===== config.mk =====
export PLATFORM = sky130hd
export DESIGN_NAME = alu_top_flat
export DESIGN_NICKNAME = d
export VERILOG_FILES = /design/src/rtl/alu_pkg.sv /design/src/rtl/alu_if.sv /design/src/rtl/alu_decoder.sv /design/src/rtl/alu_top.sv /design/src/flat_wrapper.sv
export SDC_FILE = /design/constraint.sdc
export NUM_CORES = 1
export LEC_CHECK = 0
export CAP_MARGIN = 20
export CORE_ASPECT_RATIO = 1.2
export CORE_MARGIN = 4
export CORE_UTILIZATION = 30
export DETAILED_ROUTE_END_ITERATION = 12
export PLACE_DENSITY = 0.57
export SYNTH_ARGS = -nofsm -noshare
export SYNTH_HDL_FRONTEND = slang
export SYNTH_SLANG_ARGS = --single-unit
export TNS_END_PERCENT = 30

===== constraint.sdc =====
create_clock -name CLK -period 68.2 [get_ports CLK]
set_clock_uncertainty 0.05 [all_clocks]
set_input_delay 10.23 -clock CLK [delete_from_list [all_inputs] [get_ports CLK]]
set_output_delay 10.23 -clock CLK [all_outputs]
set_load 0.1 [all_outputs]

===== src/rtl/alu_pkg.sv =====
// rtl/alu_pkg.sv - shared unit-select and opcode constants for the ALU
package alu_pkg;

    // Unit select codes carried on ALU_FUN[3:2]
    localparam logic [1:0] ARITH = 2'b00;
    localparam logic [1:0] LOGIC = 2'b01;
    localparam logic [1:0] CMP   = 2'b10;
    localparam logic [1:0] SHIFT = 2'b11;

    // Arithmetic unit opcodes
    localparam logic [3:0] OP_ADD  = 4'b0000;
    localparam logic [3:0] OP_SUB  = 4'b0001;
    localparam logic [3:0] OP_MUL  = 4'b0010;
    localparam logic [3:0] OP_DIV  = 4'b0011;

    // Logic unit opcodes
    localparam logic [3:0] OP_AND  = 4'b0100;
    localparam logic [3:0] OP_OR   = 4'b0101;
    localparam logic [3:0] OP_NAND = 4'b0110;
    localparam logic [3:0] OP_NOR  = 4'b0111;

    // Compare unit opcodes
    localparam logic [3:0] OP_NOP  = 4'b1000;
    localparam logic [3:0] OP_EQ   = 4'b1001;
    localparam logic [3:0] OP_GT   = 4'b1010;
    localparam logic [3:0] OP_LT   = 4'b1011;

    // Shift unit opcodes
    localparam logic [3:0] OP_SRA  = 4'b1100;
    localparam logic [3:0] OP_SLA  = 4'b1101;
    localparam logic [3:0] OP_SRB  = 4'b1110;
    localparam logic [3:0] OP_SLB  = 4'b1111;

endpackage


===== src/rtl/alu_if.sv =====
// rtl/alu_if.sv - operand/opcode and result bundle between the ALU and its user
interface alu_if #(
    parameter int Op_Width = 16
);
    logic [Op_Width-1:0] A;
    logic [Op_Width-1:0] B;
    logic [3:0]          ALU_FUN;
    logic [Op_Width-1:0] Arith_OUT;
    logic                Carry_OUT;
    logic [Op_Width-1:0] Logic_OUT;
    logic [Op_Width-1:0] CMP_OUT;
    logic [Op_Width-1:0] Shift_OUT;
    logic                Arith_FLAG;
    logic                Logic_FLAG;
    logic                CMP_FLAG;
    logic                Shift_FLAG;

    modport master (
        output A, B, ALU_FUN,
        input  Arith_OUT, Carry_OUT, Logic_OUT, CMP_OUT, Shift_OUT,
        input  Arith_FLAG, Logic_FLAG, CMP_FLAG, Shift_FLAG
    );

    modport slave (
        input  A, B, ALU_FUN,
        output Arith_OUT, Carry_OUT, Logic_OUT, CMP_OUT, Shift_OUT,
        output Arith_FLAG, Logic_FLAG, CMP_FLAG, Shift_FLAG
    );
endinterface


===== src/rtl/alu_decoder.sv =====
// rtl/alu_decoder.sv - maps the unit-select field to one-hot unit enables
module alu_decoder
    import alu_pkg::*;
(
    input  logic [1:0] unit_sel,
    output logic       arith_en,
    output logic       logic_en,
    output logic       cmp_en,
    output logic       shift_en
);

    // Exactly one enable is high for every select value
    always_comb begin
        arith_en = 1'b0;
        logic_en = 1'b0;
        cmp_en   = 1'b0;
        shift_en = 1'b0;
        case (unit_sel)
            ARITH:   arith_en = 1'b1;
            LOGIC:   logic_en = 1'b1;
            CMP:     cmp_en   = 1'b1;
            default: shift_en = 1'b1;
        endcase
    end

endmodule


===== src/rtl/alu_top.sv =====
// rtl/alu_top.sv - four-unit ALU with registered per-unit results and flags
module alu_top
    import alu_pkg::*;
#(
    parameter int Op_Width = 16
) (
    input  logic  CLK,
    input  logic  RST,
    alu_if.slave  bus
);

    logic                  arith_en;
    logic                  logic_en;
    logic                  cmp_en;
    logic                  shift_en;

    logic [Op_Width:0]     add_full;
    logic [2*Op_Width-1:0] mul_full;

    logic [Op_Width-1:0]   arith_res;
    logic                  arith_carry;
    logic [Op_Width-1:0]   logic_res;
    logic [Op_Width-1:0]   cmp_res;
    logic [Op_Width-1:0]   shift_res;

    alu_decoder u_decoder (
        .unit_sel (bus.ALU_FUN[3:2]),
        .arith_en (arith_en),
        .logic_en (logic_en),
        .cmp_en   (cmp_en),
        .shift_en (shift_en)
    );

    // Widened sum and full product so carry/overflow come straight from the top bits
    assign add_full = {1'b0, bus.A} + {1'b0, bus.B};
    assign mul_full = {{Op_Width{1'b0}}, bus.A} * {{Op_Width{1'b0}}, bus.B};

    // Arithmetic unit: divide by zero yields zero rather than an all-ones quotient
    always_comb begin
        arith_res   = '0;
        arith_carry = 1'b0;
        case (bus.ALU_FUN)
            OP_ADD: begin
                arith_res   = add_full[Op_Width-1:0];
                arith_carry = add_full[Op_Width];
            end
            OP_SUB: begin
                arith_res   = bus.A - bus.B;
                arith_carry = (bus.A < bus.B);
            end
            OP_MUL: begin
                arith_res   = mul_full[Op_Width-1:0];
                arith_carry = |mul_full[2*Op_Width-1:Op_Width];
            end
            OP_DIV: begin
                arith_res   = (bus.B == '0) ? '0 : bus.A / bus.B;
                arith_carry = 1'b0;
            end
            default: begin
                arith_res   = '0;
                arith_carry = 1'b0;
            end
        endcase
    end

    // Logic unit: bitwise and/or and their complements
    always_comb begin
        logic_res = '0;
        case (bus.ALU_FUN)
            OP_AND:  logic_res = bus.A & bus.B;
            OP_OR:   logic_res = bus.A | bus.B;
            OP_NAND: logic_res = ~(bus.A & bus.B);
            OP_NOR:  logic_res = ~(bus.A | bus.B);
            default: logic_res = '0;
        endcase
    end

    // Compare unit: each true relation reports its own code, false reports zero
    always_comb begin
        cmp_res = '0;
        case (bus.ALU_FUN)
            OP_EQ:   cmp_res = (bus.A == bus.B) ? Op_Width'(1) : '0;
            OP_GT:   cmp_res = (bus.A >  bus.B) ? Op_Width'(2) : '0;
            OP_LT:   cmp_res = (bus.A <  bus.B) ? Op_Width'(3) : '0;
            default: cmp_res = '0;
        endcase
    end

    // Shift unit: single-bit logical shifts with zero fill
    always_comb begin
        shift_res = '0;
        case (bus.ALU_FUN)
            OP_SRA:  shift_res = {1'b0, bus.A[Op_Width-1:1]};
            OP_SLA:  shift_res = {bus.A[Op_Width-2:0], 1'b0};
            OP_SRB:  shift_res = {1'b0, bus.B[Op_Width-1:1]};
            OP_SLB:  shift_res = {bus.B[Op_Width-2:0], 1'b0};
            default: shift_res = '0;
        endcase
    end

    // Output registers: enabled unit loads its result, all others clear to zero
    always_ff @(posedge CLK) begin
        if (!RST) begin
            bus.Arith_OUT  <= '0;
            bus.Carry_OUT  <= 1'b0;
            bus.Logic_OUT  <= '0;
            bus.CMP_OUT    <= '0;
            bus.Shift_OUT  <= '0;
            bus.Arith_FLAG <= 1'b0;
            bus.Logic_FLAG <= 1'b0;
            bus.CMP_FLAG   <= 1'b0;
            bus.Shift_FLAG <= 1'b0;
        end else begin
            bus.Arith_OUT  <= arith_en ? arith_res : '0;
            bus.Carry_OUT  <= arith_en & arith_carry;
            bus.Logic_OUT  <= logic_en ? logic_res : '0;
            bus.CMP_OUT    <= cmp_en   ? cmp_res   : '0;
            bus.Shift_OUT  <= shift_en ? shift_res : '0;
            bus.Arith_FLAG <= arith_en;
            bus.Logic_FLAG <= logic_en;
            bus.CMP_FLAG   <= cmp_en;
            bus.Shift_FLAG <= shift_en;
        end
    end

endmodule


===== src/flat_wrapper.sv =====
// flat-port wrapper written by rule: the top's interface ports become plain ports
module alu_top_flat import alu_pkg::*;
#(
    parameter int Op_Width = 16
)
  (CLK, RST, bus_A, bus_B, bus_ALU_FUN, bus_Arith_OUT, bus_Carry_OUT, bus_Logic_OUT, bus_CMP_OUT, bus_Shift_OUT, bus_Arith_FLAG, bus_Logic_FLAG, bus_CMP_FLAG, bus_Shift_FLAG);
  alu_if #(.Op_Width(Op_Width)) bus_i ();
  input  logic CLK;
  input  logic RST;
  input wire logic [$bits(bus_i.A)-1:0] bus_A;
  input wire logic [$bits(bus_i.B)-1:0] bus_B;
  input wire logic [$bits(bus_i.ALU_FUN)-1:0] bus_ALU_FUN;
  output wire logic [$bits(bus_i.Arith_OUT)-1:0] bus_Arith_OUT;
  output wire logic [$bits(bus_i.Carry_OUT)-1:0] bus_Carry_OUT;
  output wire logic [$bits(bus_i.Logic_OUT)-1:0] bus_Logic_OUT;
  output wire logic [$bits(bus_i.CMP_OUT)-1:0] bus_CMP_OUT;
  output wire logic [$bits(bus_i.Shift_OUT)-1:0] bus_Shift_OUT;
  output wire logic [$bits(bus_i.Arith_FLAG)-1:0] bus_Arith_FLAG;
  output wire logic [$bits(bus_i.Logic_FLAG)-1:0] bus_Logic_FLAG;
  output wire logic [$bits(bus_i.CMP_FLAG)-1:0] bus_CMP_FLAG;
  output wire logic [$bits(bus_i.Shift_FLAG)-1:0] bus_Shift_FLAG;
  assign bus_i.A = bus_A;
  assign bus_i.B = bus_B;
  assign bus_i.ALU_FUN = bus_ALU_FUN;
  assign bus_Arith_OUT = bus_i.Arith_OUT;
  assign bus_Carry_OUT = bus_i.Carry_OUT;
  assign bus_Logic_OUT = bus_i.Logic_OUT;
  assign bus_CMP_OUT = bus_i.CMP_OUT;
  assign bus_Shift_OUT = bus_i.Shift_OUT;
  assign bus_Arith_FLAG = bus_i.Arith_FLAG;
  assign bus_Logic_FLAG = bus_i.Logic_FLAG;
  assign bus_CMP_FLAG = bus_i.CMP_FLAG;
  assign bus_Shift_FLAG = bus_i.Shift_FLAG;
  alu_top #(.Op_Width(Op_Width)) u_core (.CLK(CLK), .RST(RST), .bus(bus_i));
endmodule

Word-level counts from Yosys, hierarchy flattened --
Cells that the tools add are included.
Word-level totals: bits in registers 69, bits in latches 0, memory bits (writable) 0, memory bits (read-only) 0, output and inout port bits 69, word-level logic and storage cells 60, memories kept 0
Operators by class: add/subtract/negate cells 2, multipliers 1, divide/modulo/power cells 1, $lt $le $gt $ge 2, equality and inequality tests 17, shift operators 0, multiplexer cells 13, bitwise gates (word level) 6, reduce and logical (&&, ||, !) cells 9
Operators with widths (number):
- $pmux 16 s4 | 3
- $pmux 16 s3 | 1
- $mul 16x16->32 | 1
- $not 16->16 | 2
- $eq 4x4->1 const B | 7
- $add 16x16->17 | 1
- $and 16x16->16 | 1
- $div 16x16->16 | 1
- $eq 16x16->1 | 1
- $eq 4x3->1 const B | 4
- $gt 16x16->1 | 1
- $logic_not 16->1 | 1
- $lt 16x16->1 | 1
- $mux 16 | 1
- $or 16x16->16 | 1
- $reduce_or 16->1 | 1
- $sub 16x16->16 | 1
- $eq 4x2->1 const B | 2
- $reduce_and 2->1 | 3
- $mux 1 | 5
- $eq 4x1->1 const B | 1
- $logic_not 4->1 | 1
- $mux 2 | 2
- $reduce_or 4->1 | 1
- 7 further kinds | 7

Logic depth before layout (Yosys ltp) --
depth after elaboration 4, mapped depth 130, depth with buffers taken out 120

Modules after synthesis --
From an unflattened synthesis, not the netlist that was laid out.
Unflattened totals: cell total of the unflattened synthesis 2548, area total of the unflattened synthesis 19578.8 um^2
Modules (own cells, without submodules):
- alu_top | times used 1, cells an instance 2544, area an instance 19552.5 um^2
- alu_decoder | times used 1, cells an instance 4, area an instance 26.3 um^2

Least setup slack after synthesis --
No wires, ideal clock.
path type input to register, from input bus_B[0], to register u_core.bus.Arith_OUT[0], setup time 122 ps, arrival time 35357 ps, data required time 68028 ps, setup slack 32671 ps, cell stages on the path 117, buffers on the path 13, cells stage by stage clkbuf_1 > clkinv_1 > ha_1 > a21oi_1 > ha_1 > o21a_1 > nor2_1 > nor2_1 > mux2_2 > ha_1 > a21oi_1 > nand2_1 > and3_1 > clkbuf_1 > o31ai_1 > ha_1 > a21oi_1 > a21boi_0 > (+81 left out) > o21ai_0 > nand4_1 > and4_1 > o31ai_1 > and2_1 > clkbuf_1 > clkbuf_1 > mux2_2 > ha_1 > o21ai_0 > nand2b_1 > a21oi_1 > nor2b_1 > o21ai_0 > a21oi_1 > o21ai_0 > a21oi_1 > a311o_1
On the way: cells in the longest elaborated chain, start to end 3, elaborated cells on any way between the ends 7, classes of those cells add/sub (2); mul (1); div (1); mux (2); reduce/logical (1)
RTL lines:
- from (decl) | line flat_wrapper.sv:11 | input wire logic [$bits(bus_i.B)-1:0] bus_B;
- $div 16x16->16 or $logic_not 16->1 (tied branches) | line alu_top.sv:56 | arith_res = (bus.B == '0) ? '0 : bus.A / bus.B;
- $mux 16 | line alu_top.sv:56
- $pmux 16 s4 * | line alu_top.sv:42 | case (bus.ALU_FUN)
- to (signal assigned) | line alu_top.sv:114 | bus.Arith_OUT <= arith_en ? arith_res : '0;
- to (decl) | line alu_if.sv:26 | output Arith_OUT, Carry_OUT, Logic_OUT, CMP_OUT, Shift_OUT,
Mark *: on every way between the ends. The rest lies on a longest branch, timed or not. A chain may end at the register's enable or synchronous reset.

Worst setup path after layout --
from input bus_B[9], to register u_core.bus.Arith_OUT[0]
On the way: cells in the longest elaborated chain, start to end 3, elaborated cells on any way between the ends 4, classes of those cells div (1); mux (2); reduce/logical (1)
RTL lines (line):
- $div 16x16->16 or $logic_not 16->1 (tied branches) | alu_top.sv:56
- $mux 16 * | alu_top.sv:56
- $pmux 16 s4 * | alu_top.sv:42
Marked as above.

==> flow_summary.html <==
<table>
<tr><th>Metric</th><th>Value</th></tr>
<tr><th colspan="2">Detailed routing</th></tr>
<tr><td>Number of antenna-violating nets in the routed design</td><td>0</td></tr>
<tr><td>Final wirelength</td><td>69.14 mm</td></tr>
<tr><td>DR pass1 iterations</td><td>6</td></tr>
<tr><td>Routed len/inst</td><td>20.93 um</td></tr>
<tr><td>DRT iter0 DRCs</td><td>1602</td></tr>
<tr><td>DRC violation count after routing</td><td>0</td></tr>
<tr><td>Via count</td><td>18130</td></tr>
<tr><td>Ratio of routed vias to standard cells</td><td>5.490</td></tr>
<tr><th colspan="2">Yosys</th></tr>
<tr><td>Share of async-settable or async-resettable flops after synthesis</td><td>0</td></tr>
<tr><td>Post-synthesis cell type count</td><td>85</td></tr>
<tr><td>Avg Synthesized Cell Area</td><td>between 7 and 8 um^2</td></tr>
<tr><td>Warnings from Yosys</td><td>0</td></tr>
<tr><td>Post-synthesis cell count</td><td>2443</td></tr>
<tr><td>Seq cells post-synth</td><td>55</td></tr>
<tr><td>Post-synth top flop</td><td>sky130_fd_sc_hd__dfxtp_1</td></tr>
<tr><td>Cell area after synthesis</td><td>about 0.019 mm^2</td></tr>
<tr><td>Post-synth EDFFs</td><td>0</td></tr>
<tr><td>Sequential share of the synthesized area</td><td>0.05801</td></tr>
<tr><th colspan="2">Pwr</th></tr>
<tr><td>Post-layout total power</td><td>0.0007805 W</td></tr>
<tr><td>Worst voltage drop across the vdd grid</td><td>just over 0.00007 V</td></tr>
<tr><td>Leak</td><td>9.598 nW</td></tr>
<tr><td>Power per Cell Area</td><td>roughly 37 mW/mm^2</td></tr>
<tr><th colspan="2">Floorplanning</th></tr>
<tr><td>Placeable Area</td><td>a little over 0.06 mm^2</td></tr>
<tr><td>Starting Density</td><td>0.3046</td></tr>
<tr><td>I/O pin count</td><td>107</td></tr>
<tr><td>Die H</td><td>283.5 um</td></tr>
<tr><td>Std-Cell Rows</td><td>100</td></tr>
<tr><td>Die width</td><td>237.6 um</td></tr>
<tr><td>Overall die area</td><td>between 0.06 and 0.07 mm^2</td></tr>
<tr><th colspan="2">Setup path</th></tr>
<tr><td>Combined buffer and inverter count along the critical path</td><td>6</td></tr>
<tr><td>Largest stage delay on the critical path</td><td>about 900 ps</td></tr>
<tr><td>Maximum fanout encountered on the critical timing path</td><td>21</td></tr>
<tr><td>Required @ worst endpoint</td><td>68400 ps</td></tr>
<tr><td>Total stage count of the critical path</td><td>105</td></tr>
<tr><td>Category of the most critical setup path</td><td>in2reg</td></tr>
<tr><td>Critical Path Start Type</td><td>input port</td></tr>
<tr><td>Crit path launch</td><td>bus_B[9]</td></tr>
<tr><td>Setup crit end kind</td><td>flop</td></tr>
<tr><td>Capture point of the critical path</td><td>u_core.bus.Arith_OUT[0]</td></tr>
<tr><td>Most Frequent Cell on Critical Path</td><td>sky130_fd_sc_hd__ha_1</td></tr>
<tr><td>Max stage delay cell, worst path</td><td>sky130_fd_sc_hd__clkdlybuf4s50_1</td></tr>
<tr><td>Data arrival, critical path</td><td>approximately 41000 ps</td></tr>
<tr><td>Top delay family on crit path</td><td>compound AO/OA/AOI/OAI gates</td></tr>
<tr><th colspan="2">Timing</th></tr>
<tr><td># setup viols final</td><td>0</td></tr>
<tr><td>Max Slew Vio Count</td><td>0</td></tr>
<tr><td>Sum of negative setup slack</td><td>0 ps</td></tr>
<tr><td>Minimum clock period after layout</td><td>between 40000 and 50000 ps</td></tr>
<tr><td>Achievable frequency</td><td>0.02473 GHz</td></tr>
<tr><td>Number of hold-slack violations in the final timing report</td><td>0</td></tr>
<tr><td>RSZ-0062 raised after global routing</td><td>false</td></tr>
<tr><td>Worst slew margin relative to its limit</td><td>0.3238</td></tr>
<tr><td>Actual slew at the worst max-slew pin</td><td>between 1000 and 1500 ps</td></tr>
<tr><td>Final period utilization</td><td>0.5929</td></tr>
<tr><th colspan="2">Run status</th></tr>
<tr><td>Status</td><td>complete, no violations</td></tr>
<tr><th colspan="2">Cells and area</th></tr>
<tr><td>Area of all sequential standard cells</td><td>between 0.001 and 0.0015 mm^2</td></tr>
<tr><td>Total of fill cells in the finished design</td><td>around 6600</td></tr>
<tr><td>Area taken by multi-input logic gates</td><td>0.01625 mm^2</td></tr>
<tr><td>Final-stage net count</td><td>3008</td></tr>
<tr><td>Leading cell type in the layout, fill and taps excluded</td><td>sky130_fd_sc_hd__nor2_1</td></tr>
<tr><td>Fraction of layout instances using a drive strength above 1</td><td>0.05072</td></tr>
<tr><td>Relative area change from synthesis to final layout</td><td>10.75%</td></tr>
<tr><td>Most frequent cells in the layout</td><td>sky130_fd_sc_hd__nor2_1 (343), sky130_fd_sc_hd__inv_1 (301), sky130_fd_sc_hd__ha_1 (291)</td></tr>
<tr><th colspan="2">Clock tree</th></tr>
<tr><td>Clock transition at the registers of the reported paths</td><td>110 ps</td></tr>
<tr><td>Clock tree from TritonCTS</td><td>done</td></tr>
<tr><td>H-tree depth</td><td>2</td></tr>
<tr><td>Post CTS Setup Buffer Count</td><td>0</td></tr>
<tr><td>Root Driver</td><td>sky130_fd_sc_hd__clkbuf_16</td></tr>
<tr><td>Maximum clock insertion buffer count</td><td>2</td></tr>
<tr><td>CTS buffer count</td><td>5</td></tr>
<tr><td>Quantity of hold-fixing buffers added after cts</td><td>0</td></tr>
<tr><td>Clock net sink count</td><td>55</td></tr>
<tr><td>Post_cts resized</td><td>0</td></tr>
<tr><th colspan="2">GRT</th></tr>
<tr><td>Total overflow reported by the global router</td><td>0</td></tr>
<tr><td>Initial antenna violation count</td><td>5</td></tr>
<tr><td>Number of global-route vias before repair</td><td>17370</td></tr>
<tr><td>Pin count of the biggest net entering global routing</td><td>41</td></tr>
<tr><td>First-pass GRT wire length</td><td>103.3 mm</td></tr>
<tr><td>Total track usage</td><td>0.1966</td></tr>
<tr><th colspan="2">Placed design</th></tr>
<tr><td>Port bufs</td><td>92</td></tr>
<tr><td>Final weighted congestion of routability-driven global placement</td><td>about 0.94</td></tr>
<tr><td>Estimated wirelength of the detail-placed design</td><td>53.50 mm</td></tr>
<tr><th colspan="2">Min path</th></tr>
<tr><td>Hold Path Origin</td><td>RST</td></tr>
<tr><td>HP Class</td><td>in2reg</td></tr>
<tr><th colspan="2">Flow run</th></tr>
<tr><td>Max-cap viol count</td><td>0</td></tr>
</table>
==> logic make-up (layout without fill, tap and decap cells) <==
group | Yosys count | after routing | share of synthesized area
AND/OR/NAND/NOR | 762 | 762 | 0.1789
AO/OA/AOI/OAI | 531 | 531 | 0.1890
adder cells (fa/ha/maj) | 487 | 487 | 0.3985
buffers and inverters | 433 | 461 | 0.08906
XOR/XNOR | 121 | 121 | 0.05583
flip-flops | 55 | 55 | 0.05801
multiplexers | 53 | 53 | 0.03045
other | 1 | 17 | 0.0001976
==> cell type report <==
| type | instances | share of cell area |
|---|---|---|
| clock buffers | 5 | 0.005952 |
| inverters | 314 | 0.05607 |
| flip-flops and latches | 55 | 0.05238 |
| diodes | 3 | 0.0003571 |
| multi-input cells | 1968 | 0.7733 |
| well taps | 816 | 0.04857 |
| repair buffers | 139 | 0.06119 |
| clock inverters | 3 | 0.002202 |
==> sequential cells by signal (all words and copies together), names as in the netlist <==
| name | cells |
|---|---|
| u_core.bus.Arith_FLAG | 1 |
| u_core.bus.Arith_OUT | 16 |
| u_core.bus.CMP_FLAG | 1 |
| u_core.bus.CMP_OUT | 2 |
| u_core.bus.Carry_OUT | 1 |
| u_core.bus.Logic_FLAG | 1 |
| u_core.bus.Logic_OUT | 16 |
| u_core.bus.Shift_FLAG | 1 |
| u_core.bus.Shift_OUT | 16 |
==> metrics by stage <==
stage | util | hold WS (ps) | std cells | instance area (um^2) | setup slack [ps]
after global routing | 0.3372 | 10650 | 3300 | 21010 | 25520
final | 0.3373 | 10600 | 3303 | 21020 | 27770
after floorplan | - | 10320 | 2456 | 19030 | 32670
after CTS | 0.3364 | 10600 | 3295 | 20960 | 28120
after global placement | 0.3337 | 10900 | 3287 | 20790 | 28440
after detailed placement | 0.3337 | 10930 | 3287 | 20790 | 27900
==> how the worst min path moves through the flow <==
stage | slack (ps) | cells after the start | to
4_1_cts | 10600 | 3 | u_core.bus.CMP_FLAG
2_1_floorplan | 10320 | 2 | u_core.bus.Shift_OUT[12]
3_3_place_gp | 10900 | 3 | u_core.bus.CMP_FLAG
3_5_place_dp | 10930 | 3 | u_core.bus.CMP_FLAG
6_report | 10600 | 3 | u_core.bus.CMP_FLAG
5_1_grt | 10650 | 3 | u_core.bus.CMP_FLAG
==> power by group <==
part           leakage, nW  internal (W)  switching, W  total [W]
Combinational         9.07      0.000271      0.000443   0.000713
Clock               0.0804     0.0000176     0.0000163  0.0000339
Sequential           0.446     0.0000330   0.000000290  0.0000333
==> metal layers <==
metal	routed length, um	global-route usage	up-vias
met2	30900	0.3151	806
met3	5535	0.03130	179
met4	4251	0.1006	2
li1	-	-	8413
met5	12	0	-
met1	28440	0.2555	8733
==> worst min-delay path, delay by kind of cell <==
family        cells  cell delay, ps
buf+inv           2             530
simple gates      1             150
==> Yosys cell counts, types with 13 or more instances <==
master                     number  area (um^2)
sky130_fd_sc_hd__mux2i_1       15        150.1
sky130_fd_sc_hd__buf_1         15        56.30
sky130_fd_sc_hd__fa_1         196         3924
sky130_fd_sc_hd__or3_1         15        93.84
sky130_fd_sc_hd__nor3_1        59        295.3
sky130_fd_sc_hd__a21o_1        43        322.8
sky130_fd_sc_hd__ha_1         291         3641
sky130_fd_sc_hd__a222oi_1      20        200.2
sky130_fd_sc_hd__nor2_1       343         1287
sky130_fd_sc_hd__dfxtp_1       55         1101
sky130_fd_sc_hd__buf_4         15        112.6
sky130_fd_sc_hd__clkbuf_1      87        326.6
sky130_fd_sc_hd__nand2_1      185        694.4
sky130_fd_sc_hd__o21ai_0       84        420.4
sky130_fd_sc_hd__nor2b_1       21        131.4
sky130_fd_sc_hd__o211ai_1      17        127.6
sky130_fd_sc_hd__a21oi_1      139        695.7
sky130_fd_sc_hd__nand2b_1      18        112.6
sky130_fd_sc_hd__xnor2_1       80        700.7
sky130_fd_sc_hd__xor2_1        41        359.1
sky130_fd_sc_hd__mux2_2        38        427.9
sky130_fd_sc_hd__o21a_1        47        352.8
sky130_fd_sc_hd__inv_1        301         1130
sky130_fd_sc_hd__nand4_1       13        81.33
sky130_fd_sc_hd__nand3_1       33        165.2
sky130_fd_sc_hd__a211oi_1      32        240.2
sky130_fd_sc_hd__o31ai_1       15        112.6
sky130_fd_sc_hd__nor4_1        19        118.9
Note: power is estimated with default switching activity, not from simulation.
